### config.mk
export PLATFORM = sky130hd
export DESIGN_NAME = mips_multicycle_control
export DESIGN_NICKNAME = d
export VERILOG_FILES = /design/src/rtl/mips_multicycle_control.sv
export SDC_FILE = /design/constraint.sdc
export NUM_CORES = 1
export LEC_CHECK = 0
export ABC_AREA = 1
export CAP_MARGIN = 20
export CORE_MARGIN = 4
export CORE_UTILIZATION = 37
export DETAILED_ROUTE_END_ITERATION = 8
export PLACE_DENSITY = 0.89
export SYNTH_ARGS = -nofsm -noshare
export SYNTH_HDL_FRONTEND = slang
export SYNTH_SLANG_ARGS = --single-unit
### constraint.sdc
create_clock -name clock -period 1.6 [get_ports clock]
set_input_delay 0.32 -clock clock [delete_from_list [all_inputs] [get_ports clock]]
set_output_delay 0.32 -clock clock [all_outputs]
set_load 0.02 [all_outputs]
### src/rtl/mips_multicycle_control.sv
// Multi-cycle MIPS control FSM: IDLE/FETCH/DECODE/EXEC/MEM/WB with a memory-ready stall.
// Optional performance counters are built when CTRL_PERF_COUNTERS_EN is defined.
module mips_multicycle_control (
  input  logic        clock,
  input  logic        reset,
  input  logic [5:0]  Opcode,
  input  logic [5:0]  Funct,
  input  logic        Zero,
  input  logic        MemReady,
  output logic        PCWrite,
  output logic        BranchTaken,
  output logic        IRWrite,
  output logic        MemRead,
  output logic        MemWrite,
  output logic        IorD,
  output logic        RegWrite,
  output logic        RegDst,
  output logic        MemToReg,
  output logic        ALUSrcB,
  output logic [3:0]  ALUControl,
  output logic        Illegal,
  output logic [31:0] CycleCount,
  output logic [31:0] InstrCount
);

  typedef enum logic [2:0] {
    S_IDLE   = 3'd0,
    S_FETCH  = 3'd1,
    S_DECODE = 3'd2,
    S_EXEC   = 3'd3,
    S_MEM    = 3'd4,
    S_WB     = 3'd5
  } state_t;

  localparam logic [5:0] OP_R    = 6'b000000;
  localparam logic [5:0] OP_LW   = 6'b100011;
  localparam logic [5:0] OP_SW   = 6'b101011;
  localparam logic [5:0] OP_BEQ  = 6'b000100;
  localparam logic [5:0] OP_ADDI = 6'b001000;

  localparam logic [5:0] FN_ADD = 6'b100000;
  localparam logic [5:0] FN_SUB = 6'b100010;
  localparam logic [5:0] FN_AND = 6'b100100;
  localparam logic [5:0] FN_OR  = 6'b100101;
  localparam logic [5:0] FN_SLT = 6'b101010;

  localparam logic [3:0] ALU_ADD = 4'b0010;
  localparam logic [3:0] ALU_SUB = 4'b0110;
  localparam logic [3:0] ALU_AND = 4'b0000;
  localparam logic [3:0] ALU_OR  = 4'b0001;
  localparam logic [3:0] ALU_SLT = 4'b0111;

  state_t     state_r;
  state_t     state_next_s;
  logic [5:0] opcode_r;
  logic [5:0] funct_r;

  function automatic logic instr_legal(input logic [5:0] op, input logic [5:0] fn);
    logic ok;
    case (op)
      OP_R: begin
        case (fn)
          FN_ADD, FN_SUB, FN_AND, FN_OR, FN_SLT: ok = 1'b1;
          default:                               ok = 1'b0;
        endcase
      end
      OP_LW, OP_SW, OP_BEQ, OP_ADDI: ok = 1'b1;
      default:                       ok = 1'b0;
    endcase
    return ok;
  endfunction

  function automatic logic [3:0] r_alu(input logic [5:0] fn);
    logic [3:0] alu;
    case (fn)
      FN_ADD:  alu = ALU_ADD;
      FN_SUB:  alu = ALU_SUB;
      FN_AND:  alu = ALU_AND;
      FN_OR:   alu = ALU_OR;
      FN_SLT:  alu = ALU_SLT;
      default: alu = ALU_ADD;
    endcase
    return alu;
  endfunction

  // State register
  always_ff @(posedge clock or posedge reset) begin
    if (reset) begin
      state_r <= S_IDLE;
    end else begin
      state_r <= state_next_s;
    end
  end

  // Instruction fields are frozen in DECODE so later states ignore IR changes
  always_ff @(posedge clock or posedge reset) begin
    if (reset) begin
      opcode_r <= 6'd0;
      funct_r  <= 6'd0;
    end else if (state_r == S_DECODE) begin
      opcode_r <= Opcode;
      funct_r  <= Funct;
    end else begin
      opcode_r <= opcode_r;
      funct_r  <= funct_r;
    end
  end

  // Next-state and strobe decode
  always_comb begin
    state_next_s = state_r;
    PCWrite      = 1'b0;
    BranchTaken  = 1'b0;
    IRWrite      = 1'b0;
    MemRead      = 1'b0;
    MemWrite     = 1'b0;
    IorD         = 1'b0;
    RegWrite     = 1'b0;
    RegDst       = 1'b0;
    MemToReg     = 1'b0;
    ALUSrcB      = 1'b0;
    ALUControl   = 4'b0000;
    Illegal      = 1'b0;
    case (state_r)
      S_IDLE: state_next_s = S_FETCH;
      S_FETCH: begin
        MemRead = 1'b1;
        if (MemReady) begin
          IRWrite      = 1'b1;
          PCWrite      = 1'b1;
          state_next_s = S_DECODE;
        end else begin
          state_next_s = S_FETCH;
        end
      end
      // Decode looks at the live IR fields; the captured copy is not loaded yet
      S_DECODE: begin
        if (instr_legal(Opcode, Funct)) begin
          state_next_s = S_EXEC;
        end else begin
          Illegal      = 1'b1;
          state_next_s = S_FETCH;
        end
      end
      S_EXEC: begin
        case (opcode_r)
          OP_R: begin
            ALUControl   = r_alu(funct_r);
            state_next_s = S_WB;
          end
          OP_LW, OP_SW: begin
            ALUSrcB      = 1'b1;
            ALUControl   = ALU_ADD;
            state_next_s = S_MEM;
          end
          OP_ADDI: begin
            ALUSrcB      = 1'b1;
            ALUControl   = ALU_ADD;
            state_next_s = S_WB;
          end
          OP_BEQ: begin
            ALUControl   = ALU_SUB;
            BranchTaken  = Zero;
            state_next_s = S_FETCH;
          end
          default: state_next_s = S_FETCH;
        endcase
      end
      S_MEM: begin
        IorD = 1'b1;
        if (opcode_r == OP_SW) begin
          MemWrite = 1'b1;
        end else begin
          MemRead = 1'b1;
        end
        if (MemReady) begin
          state_next_s = (opcode_r == OP_SW) ? S_FETCH : S_WB;
        end else begin
          state_next_s = S_MEM;
        end
      end
      S_WB: begin
        RegWrite = 1'b1;
        if (opcode_r == OP_R) begin
          RegDst = 1'b1;
        end else if (opcode_r == OP_LW) begin
          MemToReg = 1'b1;
        end else begin
          RegDst = 1'b0;
        end
        state_next_s = S_FETCH;
      end
      default: state_next_s = S_IDLE;
    endcase
  end

`ifdef CTRL_PERF_COUNTERS_EN
  logic [31:0] cycle_count_r;
  logic [31:0] instr_count_r;
  logic        retire_s;

  // An instruction retires whenever the sequence returns to FETCH from a later state
  assign retire_s = (state_next_s == S_FETCH) && (state_r != S_IDLE) && (state_r != S_FETCH);

  // Free-running performance counters, wrapping modulo 2^32
  always_ff @(posedge clock or posedge reset) begin
    if (reset) begin
      cycle_count_r <= 32'd0;
      instr_count_r <= 32'd0;
    end else begin
      cycle_count_r <= (state_r != S_IDLE) ? cycle_count_r + 32'd1 : cycle_count_r;
      instr_count_r <= retire_s ? instr_count_r + 32'd1 : instr_count_r;
    end
  end

  assign CycleCount = cycle_count_r;
  assign InstrCount = instr_count_r;
`else
  assign CycleCount = 32'h0;
  assign InstrCount = 32'h0;
`endif

endmodule

==> summary.md, run 1 <==
| Metric | Value |
|---|---|
| Reg2Reg Depth | 8 |
| Layout Utilization | 0.553 |
| Final min period | 1.74 ns |
| RSZ-0062 raised after global routing | yes |
| Outcome | complete, but fails checks |
| Gr ovfl total | 0 |
| Setup WS pre-CTS | -0.593 ns |
| Fin Clk Skew | 0.00223 ns |
| Placer congestion estimate | 0.780 |
| Failing checks | setup timing |
| Placed wire-length estimate | around 2.5 mm |
| Hold Path Stages | 3 |
| Clk sink count | 15 |
| Final wirelength | between 3 and 4 mm |
| Number of placed I/O pins | 95 |
| Initial antenna violation count | 0 |
| Most frequent cells in the layout | conb_1, buf_4, nand2_1 |
| Die extent in x | 71.1 microns |
| Clk buf depth | 2 |
| Fmax | 574 MHz |
| First-pass GRT wire length | 4.91 mm |
| Ys async rst share | 1.00 |
| Core box area | about 0.0037 sq mm |
| Routed Antenna Nets | 0 |
| Avg WL per Cell | 9.68 microns |
| Drt via density | 3.95 |
| CP max FO | 4 |
| Nets | between 300 and 400 |
| Main flop type after synthesis | dfrtp_1 |
| Placed instance count | ~320 |
| Syn-to-layout area delta | 40.4% |
| Die area | 0.00506 sq mm |
| Hold_sp | Funct[4] |
| Max-slew violation count | 0 |
| Final Hold Vio Count | 0 |
| Cell area after layout | around 0.0021 sq mm |
| Worst EP arrival | 1.42 ns |
| Initial core utilization | 0.394 |
| Yosys reg bits | 15 |
| Critical setup path kind | reg -> out |
| Worst-path clk slew | 0.06 ns |
| DRT Pass-1 Iters | 4 |
| DRC Markers | 0 |
| Largest net degree at the start of global routing | 22 |
| Vias | 1,338 |
| Post-synth EDFFs | 0 |
| CTS Hold Bufs | 0 |
| Worst skew pair latency | about 0.24 ns |
| Number of H-tree levels | 1 |
| R2R Path End | state_r[0]$_DFF_PP0_ |
| Setup violators final | 13 |
| Vias in the first global route | 1,223 |
| # port buffers | 29 |
| Antenna Cells | 0 |
| Cell variety after synth | 22 |
| Pwr/cell area | 1350 mW/mm^2 |
| CTS tree | done |
| Height of the die | 71.1 microns |
| Syn Std Cell Area | 0.00147 sq mm |
| TritonCTS Buffers | 3 |
| Non-Filler Instances | 339 |
| Crit path capture type | output port |
| Fin Hold WS | 0.321 ns |
| Fraction of layout cells with a size suffix above 1 | 0.340 |
| CP Launch Type | flop |
| Final WS setup | -0.142 ns |
| FP Rows | 22 |
| Placed instance area | 0.00185 sq mm |
| Worst Hold Path EP | funct_r[4]$_DFFE_PP0P_ |
| Gr usage total | 0.119 |
| Most common cell after layout, fill and taps aside | conb_1 |
| VDD IR max | approximately 0.6 mV |
| Cells after synthesis | 214 |
| Leakage | between 1 and 1.5 nW |
| Final Cycle Share | 1.09 |
| CTS root buf | clkbuf_8 |
| Max_cap viols | 0 |
| Critical Path RT | approximately 1.3 ns |
| Syn_area_per_cell | 6.89 sq um |
| Reg2reg setup slack | 0.34 ns |
| Reg-to-reg startpoint | opcode_r[4]$_DFFE_PP0P_ |
| First DRT Iteration DRCs | 30 |
| Ys Warns | 0 |
| Sequential share of the synthesized area | 0.255 |
| Hold crit path type | in -> reg |
## timing repair
action | in CTS | in global routing
resized for setup | 105 | 19
endpoints found under the hold margin | 0 | 0
buffers inserted | 7 | 5
endpoints found under the setup margin | 14 | 14
pin swaps | 9 | 10
## per-stage QoR
step	total power, mW	TNS, ns
after detailed placement	2.15	-4.93
after global routing	3.02	-1.74
after floorplan	1.57	-0.0158
after global placement	2.10	-4.52
after CTS	2.65	-0.839
final	2.80	-0.688
## sequential cells by signal (all words and copies together) (netlist names)
signal	cells
opcode_r	6
state_r	3
funct_r	6
## cell type report
class	instances	area, sq um
clock buffer	4	45.0
fill	375	1670
inverter	22	82.6
multi-input combinational	173	840
sequential	15	377
tap	48	60.1
timing repair buffer	77	666
## layer usage
metal / wire (microns) / part of all wire / track usage
met4: 47 / 0.014 / 0.0564
met5: 0 / 0 / 0
met3: 266 / 0.081 / 0.0199
met1: 1250 / 0.38 / 0.133
met2: 1710 / 0.52 / 0.218
## cells by family (layout without fill, tap and decap cells)
| logic type | count (synthesis) | in the layout | synth area share |
|---|---|---|---|
| and+or+nand+nor | 92 | 92 | 0.284 |
| other | 1 | 65 | 0.00254 |
| buffers and inverters | 90 | 103 | 0.401 |
| AOI/OAI and AO/OA | 16 | 16 | 0.0577 |
| DFF | 15 | 15 | 0.255 |
## synth_stat cells (2+ instances only)
master	number	area share
nand2_1	47	0.12
dfrtp_1	15	0.25
inv_1	21	0.053
buf_4	67	0.34
nand3_1	6	0.020
o21ai_0	11	0.037
nor3_1	3	0.010
nor3_2	3	0.020
nor2_4	3	0.023
nor2_1	25	0.064
a21oi_1	2	0.0068
## worst max-delay path by stage
stage | cells past startpoint | slack [ns] | endpoint | startpoint
global placement | 8 | -0.54 | Illegal | Opcode[0]
global route | 6 | -0.24 | BranchTaken | opcode_r[0]$_DFFE_PP0P_
floorplan | 4 | -0.008 | MemToReg | state_r[0]$_DFF_PP0_
CTS | 8 | -0.11 | ALUControl[1] | opcode_r[0]$_DFFE_PP0P_
finish | 8 | -0.14 | ALUControl[2] | opcode_r[4]$_DFFE_PP0P_
detailed placement | 9 | -0.59 | Illegal | Opcode[2]
## worst max-delay path, stage by stage, from the launching register on
cell	delay, ns
dfrtp_1	0.39
inv_2	0.09
nand2_2	0.08
nor2_4	0.13
nand2_2	0.09
nor2_4	0.13
nand2_1	0.07
nand2_1	0.08
buf_6	0.12
## report_power, final
group	switching, mW	total (mW)	internal (mW)
clock	0.126	0.302	0.176
combinational	0.958	1.80	0.847
sequential	0.134	0.691	0.558
Note: power is estimated with default switching activity, not from simulation.
==> run 2: changes to the inputs <==
SLEW_MARGIN = 20   (was default)
==> results of run 2 <==
Same layout as run 1: the final DEF is identical, and so are final timing and power.
==> run 3: changes to the inputs <==
RECOVER_POWER = 50   (was default)
==> summary.md, run 3 (synthesized netlist as in run 1, its figures left out) <==
| Metric | Value |
|---|---|
| Outcome | complete, but fails checks |
| Failing checks | setup timing |
| Worst EP arrival | 1.42 ns |
| Final min period | 1.74 ns |
| First DRT Iteration DRCs | 30 |
| Gr ovfl total | 0 |
| Drt via density | 3.92 |
| Gr usage total | 0.119 |
| Pwr/cell area | ~1400 mW/mm^2 |
| DRC Markers | 0 |
| Fraction of layout cells with a size suffix above 1 | 0.337 |
| FP Rows | 22 |
| CP Launch Type | flop |
| Reg2reg setup slack | roughly 0.34 ns |
| Fin Clk Skew | 0.00224 ns |
| Crit path capture type | output port |
| RSZ-0062 raised after global routing | yes |
| CTS Hold Bufs | 0 |
| Max_cap viols | 0 |
| Number of placed I/O pins | between 90 and 100 |
| DRT Pass-1 Iters | 4 |
| Critical Path RT | 1.28 ns |
| Height of the die | about 70 microns |
| Hold Path Stages | 3 |
| Largest net degree at the start of global routing | 22 |
| Vias | ~1,300 |
| Vias in the first global route | 1,223 |
| Final Cycle Share | 1.09 |
| VDD IR max | 0.604 mV |
| Die extent in x | 71.1 microns |
| CTS tree | done |
| Reg-to-reg startpoint | opcode_r[4]$_DFFE_PP0P_ |
| Nets | 308 |
| Most frequent cells in the layout | conb_1, buf_4, nand2_1 |
| Max-slew violation count | 0 |
| Final wirelength | ~3.3 mm |
| First-pass GRT wire length | 4.91 mm |
| Most common cell after layout, fill and taps aside | conb_1 |
| CTS root buf | clkbuf_8 |
| Syn-to-layout area delta | 40.2% |
| Setup_tns | -0.688 ns |
| Max_slew headroom | 0.450 |
| Clk sink count | 15 |
| # fillers | 377 |
| CP max FO | 4 |
| Initial core utilization | 0.394 |
| Placer congestion estimate | roughly 0.78 |
| Initial antenna violation count | 0 |
| Reg2Reg Depth | 8 |
| Worst-path clk slew | 0.06 ns |
| Worst Hold Path EP | funct_r[4]$_DFFE_PP0P_ |
| Leakage | 1.12 nW |
| Number of H-tree levels | 1 |
| Top Registers | funct_r (6), opcode_r (6), state_r (3) |
| Routed Antenna Nets | 0 |
| Placed wire-length estimate | about 2.5 mm |
| Setup violators final | 13 |
| Hold crit path type | in -> reg |
| Antenna Cells | 0 |
| Avg WL per Cell | 9.67 microns |
| # port buffers | 29 |
| Worst skew pair latency | 0.24 ns |
| Setup WS pre-CTS | -0.593 ns |
| Core box area | 0.00374 sq mm |
| Fmax | 574 MHz |
| Critical setup path kind | reg -> out |
| TritonCTS Buffers | 3 |
| Hold_sp | Funct[4] |
| Clk buf depth | 2 |
| R2R Path End | state_r[0]$_DFF_PP0_ |
| Final Hold Vio Count | 0 |
| Die area | 0.00506 sq mm |
| Final WS setup | -0.142 ns |
| Slew @ Worst Pin | 0.826 ns |
==> run 3: cell types whose count changed in the layout (fill, tap and decap cells not counted) <==
cell	change
buf_4	-1
clkbuf_1	+1
clkdlybuf4s50_1	-1
dlygate4sd3_1	+1
==> run 3: stage by stage <==
stage	instance area (sq um)	instances	hold WS [ns]	total power, mW	utilization
final	2070	339	0.321	2.80	0.552
after global routing	2070	339	0.353	3.02	0.552
after CTS	1960	335	0.387	2.65	0.524
after detailed placement	1850	324	0.556	2.15	0.495
after global placement	1850	324	0.541	2.10	0.495
after floorplan	1730	278	0.221	1.57	-
==> run 3: how the worst max path moves through the flow <==
stage,from,endpoint,slack [ns]
6_report,opcode_r[4]$_DFFE_PP0P_,ALUControl[2],-0.14
5_1_grt,opcode_r[0]$_DFFE_PP0P_,BranchTaken,-0.24
4_1_cts,opcode_r[0]$_DFFE_PP0P_,ALUControl[1],-0.11
3_5_place_dp,Opcode[2],Illegal,-0.59
3_3_place_gp,Opcode[0],Illegal,-0.54
2_1_floorplan,state_r[0]$_DFF_PP0_,MemToReg,-0.008
==> run 3: timing repair <==
action / 4_1_cts / 5_1_grt
setup endpoints to repair: 14 / 14
resized for setup: 105 / 19
pin swaps: 9 / 10
buffers inserted: 7 / 5
cloned: 0 / 0
==> run 3: report_power, final <==
| group | leakage (nW) | internal, mW | switching [mW] | total (mW) |
|---|---|---|---|---|
| registers | 0.183 | 0.558 | 0.134 | 0.691 |
| clock network | 0.0228 | 0.176 | 0.126 | 0.302 |
| logic | 0.917 | 0.845 | 0.958 | 1.80 |
==> run 3: per-layer routing <==
layer | vias to the layer above | GRT usage | share of wire
met4 | 0 | 0.0564 | 0.014
met2 | 62 | 0.218 | 0.52
met5 | - | 0 | 0
met1 | 587 | 0.133 | 0.38
li1 | 678 | - | -
met3 | 2 | 0.0199 | 0.082
==> run 3: final cells by class <==
type | instances | area, sq um | area share
inverter | 22 | 82.6 | 0.0400
timing repair buffer | 77 | 662 | 0.320
tap | 48 | 60.1 | 0.0291
clock buffer | 4 | 45.0 | 0.0218
sequential | 15 | 377 | 0.182
multi-input combinational | 173 | 840 | 0.406
==> run 3: critical path, cell delays in order, from the launching register on <==
cell,delay (ns)
dfrtp_1,0.39
inv_2,0.09
nand2_2,0.08
nor2_4,0.13
nand2_2,0.09
nor2_4,0.13
nand2_1,0.07
nand2_1,0.08
buf_6,0.12
